**config.mk**
```make
export PLATFORM = sky130hd
export DESIGN_NAME = regfile_nrd_bypass
export DESIGN_NICKNAME = d
export VERILOG_FILES = /design/src/rtl/regfile_pkg.sv /design/src/rtl/regfile_rd_port.sv /design/src/rtl/regfile_nrd_bypass.sv
export SDC_FILE = /design/constraint.sdc
export NUM_CORES = 2
export LEC_CHECK = 0
export CORE_MARGIN = 8
export CORE_UTILIZATION = 36
export CTS_CLUSTER_SIZE = 25
export DETAILED_ROUTE_END_ITERATION = 10
export SLEW_MARGIN = 10
export SYNTH_ARGS = -nofsm -noshare
export SYNTH_HDL_FRONTEND = slang
export SYNTH_SLANG_ARGS = --single-unit
```
**constraint.sdc**
```tcl
create_clock -name clk -period 2.2 [get_ports clk]
set_input_delay 0.33 -clock clk [delete_from_list [all_inputs] [get_ports clk]]
set_output_delay 0.33 -clock clk [all_outputs]
set_load 0.01 [all_outputs]
```
**src/rtl/regfile_pkg.sv**
```systemverilog
// Shared constants and address-legality helper for the parametrised register file.
package regfile_pkg;

  localparam int DATA_W_DEF = 32;
  localparam int DEPTH_DEF  = 32;
  localparam int ADDR_W_DEF = 5;

  // Legal means inside the array and not the hard-wired zero register.
  function automatic logic addrLegal(input int unsigned addr, input int unsigned depth,
                                     input bit zeroReg);
    return (addr < depth) && !(zeroReg && (addr == 32'd0));
  endfunction

endpackage

```
**src/rtl/regfile_rd_port.sv**
```systemverilog
// One read port: DEPTH-to-1 select, same-cycle write bypass, zero/out-of-range
// forcing and an optional output register.
module regfile_rd_port
  import regfile_pkg::*;
#(
  parameter int DATA_W   = DATA_W_DEF,
  parameter int DEPTH    = DEPTH_DEF,
  parameter int ADDR_W   = ADDR_W_DEF,
  parameter int ZERO_REG = 1,
  parameter int REG_RD   = 1
) (
  input  logic                    clk,
  input  logic                    rst_n,
  input  logic                    wrEn,
  input  logic [ADDR_W-1:0]       wrAddr,
  input  logic [DATA_W-1:0]       wrData,
  input  logic [DEPTH*DATA_W-1:0] memFlat,
  input  logic                    rdEn,
  input  logic [ADDR_W-1:0]       rdAddr,
  output logic [DATA_W-1:0]       rdData,
  output logic                    rdValid
);

  logic [DATA_W-1:0] memSel_s;
  logic [DATA_W-1:0] selVal_s;
  logic              rdLegal_s;

  assign rdLegal_s = addrLegal(32'(rdAddr), DEPTH, ZERO_REG != 0);

  // AND-OR select of the addressed register
  always_comb begin
    memSel_s = '0;
    for (int i = 0; i < DEPTH; i++) begin
      memSel_s = memSel_s | (memFlat[i*DATA_W +: DATA_W] & {DATA_W{rdAddr == ADDR_W'(i)}});
    end
  end

  // Priority: forced zero, then bypass of the in-flight write, then stored value
  always_comb begin
    selVal_s = '0;
    if (!rdLegal_s) begin
      selVal_s = '0;
    end else if (wrEn && (wrAddr == rdAddr)) begin
      selVal_s = wrData;
    end else begin
      selVal_s = memSel_s;
    end
  end

  generate
    if (REG_RD != 0) begin : gReg
      logic [DATA_W-1:0] rdData_r;
      logic              rdValid_r;

      // Output register: data holds when idle, valid pulses per request
      always_ff @(posedge clk or negedge rst_n) begin
        if (!rst_n) begin
          rdData_r  <= '0;
          rdValid_r <= 1'b0;
        end else if (rdEn) begin
          rdData_r  <= selVal_s;
          rdValid_r <= 1'b1;
        end else begin
          rdValid_r <= 1'b0;
        end
      end

      assign rdData  = rdData_r;
      assign rdValid = rdValid_r;
    end else begin : gComb
      assign rdData  = selVal_s;
      assign rdValid = rdEn;
    end
  endgenerate

endmodule

```
**src/rtl/regfile_nrd_bypass.sv**
```systemverilog
// Multi-port register file: storage array and write port, with NUM_RD
// independent bypassing read ports.
module regfile_nrd_bypass
  import regfile_pkg::*;
#(
  parameter int DATA_W   = DATA_W_DEF,
  parameter int DEPTH    = DEPTH_DEF,
  parameter int ADDR_W   = ADDR_W_DEF,
  parameter int NUM_RD   = 2,
  parameter int ZERO_REG = 1,
  parameter int REG_RD   = 1
) (
  input  logic                     clk,
  input  logic                     rst_n,
  input  logic                     wr_en,
  input  logic [ADDR_W-1:0]        wr_addr,
  input  logic [DATA_W-1:0]        wr_data,
  input  logic [NUM_RD-1:0]        rd_en,
  input  logic [NUM_RD*ADDR_W-1:0] rd_addr,
  output logic [NUM_RD*DATA_W-1:0] rd_data,
  output logic [NUM_RD-1:0]        rd_valid
);

  logic [DATA_W-1:0]       mem_r [DEPTH];
  logic [DEPTH*DATA_W-1:0] memFlat_s;
  logic                    wrLegal_s;

  // Dropped writes are masked here so the read ports never bypass them.
  assign wrLegal_s = wr_en && addrLegal(32'(wr_addr), DEPTH, ZERO_REG != 0);

  // Storage array write
  always_ff @(posedge clk or negedge rst_n) begin
    if (!rst_n) begin
      for (int i = 0; i < DEPTH; i++) begin
        mem_r[i] <= '0;
      end
    end else begin
      for (int i = 0; i < DEPTH; i++) begin
        if (wrLegal_s && (wr_addr == ADDR_W'(i))) begin
          mem_r[i] <= wr_data;
        end
      end
    end
  end

  generate
    for (genvar g = 0; g < DEPTH; g++) begin : gFlat
      assign memFlat_s[g*DATA_W +: DATA_W] = mem_r[g];
    end

    for (genvar p = 0; p < NUM_RD; p++) begin : gPort
      regfile_rd_port #(
        .DATA_W  (DATA_W),
        .DEPTH   (DEPTH),
        .ADDR_W  (ADDR_W),
        .ZERO_REG(ZERO_REG),
        .REG_RD  (REG_RD)
      ) uPort (
        .clk    (clk),
        .rst_n  (rst_n),
        .wrEn   (wrLegal_s),
        .wrAddr (wr_addr),
        .wrData (wr_data),
        .memFlat(memFlat_s),
        .rdEn   (rd_en[p]),
        .rdAddr (rd_addr[p*ADDR_W +: ADDR_W]),
        .rdData (rd_data[p*DATA_W +: DATA_W]),
        .rdValid(rd_valid[p])
      );
    end
  endgenerate

endmodule

```
# --- After elaboration in Yosys (flattened, before gate mapping) ---
# Index checks and enable logic that the tools add are counted.
word_totals:
  register_bits: 1090
  in_bits: 52
  elab_cells: 302
op_classes:
  n_eq_ne: 95
  muxes: 6
  bitwise: 126
  reduce_logical: 39
ops:
  columns: ["op", "count"]
  rows:
  - ["$and A32 B32 Y32", 64]
  - ["$or A32 B32 Y32", 62]
  - ["$eq A5 B5 Y1 const B", 48]
  - ["$mux W32", 4]
  - ["$eq A5 B4 Y1 const B", 24]
  - ["$eq A5 B3 Y1 const B", 12]
  - ["$logic_and A1 B1 Y1", 35]
  - ["$eq A5 B2 Y1 const B", 6]
  - ["$eq A5 B1 Y1 const B", 3]
  - ["$logic_not A5 Y1", 3]
  - ["$eq A5 B5 Y1", 2]
  - ["$mux W1", 2]
  - ["$logic_not A1 Y1", 1]

# --- Longest topological paths before layout ---
depth:
  ltp_word: 35
  depth_mapped: 11
  depth_no_buf: 6

# --- Modules after synthesis ---
# From an unflattened synthesis, not the netlist that was laid out.
unflattened:
  cells_unflattened: 4587
  hier_area_um2: 54957.7
by_module_without_submodules:
  columns: ["mod", "n_inst", "cells_per_inst", "area_per_inst_um2", "seq_area_each_um2"]
  rows:
  - ["regfile_nrd_bypass", 1, 2290, 38075.3, 25624.6]
  - ["regfile_rd_port at gPort[0].uPort", 1, 1148, 8498.2, 825.8]
  - ["regfile_rd_port at gPort[1].uPort", 1, 1149, 8384.3, 825.8]

# --- Worst setup path after synthesis ---
# OpenSTA, ideal clock, no wires.
synth_timing:
  path_kind: "in2reg"
  from: "input port rd_addr[1]"
  to: "register gPort[0].uPort.gReg.rdData_r[26]"
  setup_ns: 0.129
  arrival_ns: 1.927
  setup_slack_ns: 0.144
  cell_stages: 8
  path_cell_list: "buf_4 or2_2 buf_6 nor2_4 a22oi_1 nand4_1 or4_1 o41a_1"
synth_via:
  elab_chain_cells: 35
synth_lines:
  columns: ["item", "line_no", "source"]
  rows:
  - ["from (decl)", "regfile_nrd_bypass.sv:19", "input logic [NUM_RD*ADDR_W-1:0] rd_addr,"]
  - ["$eq A5 B1 Y1 / $logic_not A5 Y1 (equally long branches)", "regfile_rd_port.sv:34, regfile_pkg.sv:11", null]
  - ["$and A32 B32 Y32", "regfile_rd_port.sv:34", "memSel_s = memSel_s | (memFlat[i*DATA_W +: DATA_W] & {DATA_W{rdAddr == ADDR_W'(i)}});"]
  - ["$or A32 B32 Y32 (31 in series)", "regfile_rd_port.sv:34", null]
  - ["$mux W32", "regfile_rd_port.sv:43", "end else if (wrEn && (wrAddr == rdAddr)) begin"]
  - ["$mux W32 *", "regfile_rd_port.sv:41", "if (!rdLegal_s) begin"]
  - ["to (signal assigned)", "regfile_rd_port.sv:61", "rdData_r <= selVal_s;"]
  - ["to (decl)", "regfile_rd_port.sv:52", "logic [DATA_W-1:0] rdData_r;"]
# Mark *: on every way between the ends. The rest lies on a longest branch, timed or not.
# A chain may end at the register's enable or synchronous reset.

# --- Worst setup path in the final report ---
layout_timing:
  from: "input port rd_addr[2]"
  to: "register gPort[0].uPort.gReg.rdData_r[13]"
# The elaborated chain is that of the path after synthesis.

==> impl_metrics.json <==
{
  "power_frac_comb_pct": 15.6,
  "rows": 142,
  "htreeDepth": 4,
  "grt_max_degree": 79,
  "ir_worst_vdd_mv": 0.609,
  "cts_tree": "yes",
  "grt_pass1_wl_mm": 450,
  "yosysUniqueCellTypes": 68,
  "dpl_cell_area_mm2": 0.0676,
  "synth_most_common_cell": "dfrtp_1",
  "slew_violations": 0,
  "first_iter_violations": 9351,
  "synth_enable_flop_cells": 0,
  "numCtsBuffers": 131,
  "syn-num-nets": 4686,
  "p_switching_mw": 18.5,
  "clockBufferDepth": 3,
  "first_pass_iters": 7,
  "reg2reg_slack_ns": 0,
  "leakagePower_nw": 32.6,
  "synth.avg_cell_area_um2": 11.7,
  "die-area_mm2": 0.163,
  "swShare_pct": 30.1,
  "fmax_ghz": 0.446,
  "whs_ns": 0.127,
  "start_util_pct": 36.2,
  "dpl.hpwl_mm": 242,
  "clk_latency_ns": 0.81,
  "synth_seq_cells": 1090,
  "vias_per_cell": 7.00,
  "place.gp.congestion": 1.09,
  "period_share_pct": 102,
  "root_buffer": "clkbuf_16",
  "gr-total-overflow": 0,
  "drt_wl_total_mm": 337,
  "fp.dieH_um": 404,
  "avgRoutedWirePerCell_um": 44.5,
  "ys_seq_area_share_pct": 50.2,
  "first_global_vias": 50400,
  "cp_data_arrival_time_ns": 2.95,
  "final-seq-area_mm2": 0.0273,
  "worstReg2RegStart": "memFlat_s[717]",
  "yosysTopAreaCell": "dfrtp_1",
  "p_total_mw": 61.3,
  "fin_ws_ns": -0.0428,
  "finalHoldViolations": 0,
  "violations": "setup timing",
  "ioPinCount": 118,
  "setup_viol": 2,
  "port_buffers": 117,
  "netlist_area_mm2": 0.0543,
  "worstMarginPinSlew_ns": 1.19,
  "met1_length_mm": 127,
  "p_int_mw": 42.9,
  "fp.dieW_um": 404,
  "ys_warn_count": 0,
  "antenna_found_initial": 26,
  "fin_util_pct": 48.7,
  "fin_worst_skew_ns": 0.0303,
  "slew_headroom_pct": 20.3,
  "ys.flop_type": "dfrtp_1",
  "met2_length_mm": 135,
  "clk_pin_slew_worst_paths_ns": 0.06,
  "p_per_area_mw_per_mm2": 841,
  "ys_top_cells_by_count": "dfrtp_1, mux2_2, a22oi_1",
  "clkPwrFrac_pct": 38.3,
  "async_flop_share_pct": 100,
  "nets": 5487,
  "synthCells": 4634,
  "vias": 53000,
  "outcome": "finished, violations left",
  "dp_slack_ns": -1.31,
  "layout-drive-gt1-share_pct": 44.0,
  "reg2reg_to": "gPort[0].uPort.rdData[13]",
  "top_layer_used": "met5",
  "grt_usage_pct": 39.7,
  "reg2reg_depth": 7,
  "synthTopCellsByArea": "dfrtp_1, mux2_2, a22oi_1",
  "stdcell_area_mm2": 0.0730,
  "p_seq_share_pct": 46.1,
  "multiInputGateArea_mm2": 0.0258,
  "fillCellCount": 13500,
  "ant_nets": 0,
  "coreArea_mm2": 0.150,
  "startpoint_type": "input port",
  "timing.critical_path.required_ns": 2.90,
  "cp_max_fo": 12,
  "remaining_drc_errors": 0,
  "clock-sinks": 1090,
  "hold_class": "input port to async pin",
  "area_delta_synth_final_pct": 34.4,
  "drv_cap": 0,
  "crit_type": "input port to flip-flop",
  "yosys.area.top_type_share_pct": 50.2,
  "fin_crit_ns": 2.24,
  "cp-end-kind": "flip-flop",
  "dr_wl_met3_mm": 47.1
}
power groups by stage:
stage                     Clock, mW  Combinational [mW]  Sequential [mW]
after floorplan                   0                4.97             26.3
after detailed placement          0                9.20             28.3
final                          23.5                9.57             28.3
after global routing           24.3                9.98             28.5
after CTS                      23.6                9.27             28.0
after global placement            0                8.99             28.2
placed cells by master, fill, tap and decap left out, types with 21 or more instances in the layout:
cell and n:
nand3b_1 21, nand2_1 202, mux2_2 1003, buf_12 290, a221oi_1 74, nor2_1 34
nand3_1 117, o21ai_0 60, clkbuf_1 23, buf_4 737, a21oi_1 47, diode_2 25
nor4_1 39, dfrtp_1 1076, a22oi_1 656, nand4_1 128, a32oi_1 33, and3_1 173
clkdlybuf4s50_1 102, a22o_1 86, clkbuf_16 137, nor2_4 76
per-layer routing:
metal | vias to the layer above | GRT usage [%]
met5 | - | 0.643
met4 | 16 | 25.4
met3 | 1510 | 14.9
met1 | 27100 | 51.6
met2 | 4910 | 55.2
li1 | 19500 | -
state kept, by name, indices dropped and copies added, names as in the netlist:
name	count
memFlat_s	1024
gPort.uPort.rdData	64
gPort.uPort.rdValid	2
how the worst max path moves through the flow:
| stage | from | to | slack, ns | cells after the start |
|---|---|---|---|---|
| finish | rd_addr[2] | gPort[0].uPort.rdData[13] | -0.04 | 13 |
| global placement | rd_addr[3] | gPort[0].uPort.rdData[24] | -1.25 | 10 |
| CTS | gPort[0].uPort.rdData[0] | rd_data[0] | 0.0005 | 1 |
| floorplan | rd_addr[1] | gPort[0].uPort.rdData[26] | 0.14 | 8 |
| detailed placement | rd_addr[2] | gPort[0].uPort.rdData[13] | -1.31 | 10 |
| global route | memFlat_s[269] | gPort[0].uPort.rdData[13] | -0.01 | 6 |
cells by family (layout without fill, tap and decap cells):
| logic type | count (synthesis) | after routing | share of synthesized area (%) |
|---|---|---|---|
| flip-flops | 1090 | 1090 | 50.2 |
| AO/OA/AOI/OAI | 1081 | 1081 | 15.1 |
| multiplexers | 1016 | 1016 | 21.0 |
| AND/OR/NAND/NOR | 935 | 935 | 9.42 |
| buffers and inverters | 502 | 1403 | 4.00 |
| XOR/XNOR | 10 | 10 | 0.161 |
| other | 0 | 25 | 0 |
per-stage QoR:
| stage | std cells | setup TNS, ns |
|---|---|---|
| finish | 7576 | -0.0495 |
| global route | 7554 | -0.0111 |
| CTS | 7528 | 0 |
| detailed placement | 7293 | -256.83 |
| global placement | 7292 | -244.20 |
| floorplan | 4634 | 0 |
worst max-delay path, stage by stage:
cell      delay, ns
clkbuf_4       0.20
buf_12         0.18
buf_4          0.20
nand3_4        0.12
buf_4          0.16
buf_4          0.17
nor2_4         0.07
buf_12         0.15
a22oi_1        0.20
nand4_1        0.21
nor4_4         0.55
o221ai_1       0.22
buf_4          0.17
layout make-up:
cell class | count | share of cell area [%]
tap | 2016 | 3.46
sequential | 1090 | 37.4
antenna | 25 | 0.0857
timing repair buffer | 1158 | 17.4
clock inverter | 57 | 1.17
multi-input combinational | 3042 | 35.3
clock buffer | 176 | 5.07
inverter | 12 | 0.0617
timing repair:
action | 4_1_cts | 5_1_grt
pin swaps | 1 | 15
hold buffers | 2 | 0
buffers inserted | 0 | 21
resized for setup | 51 | 67
setup endpoints to repair | 42 | 40
cloned | 0 | 3
hold endpoints to repair | 229 | 0
No activity file was read; power rests on OpenSTA's default activity.
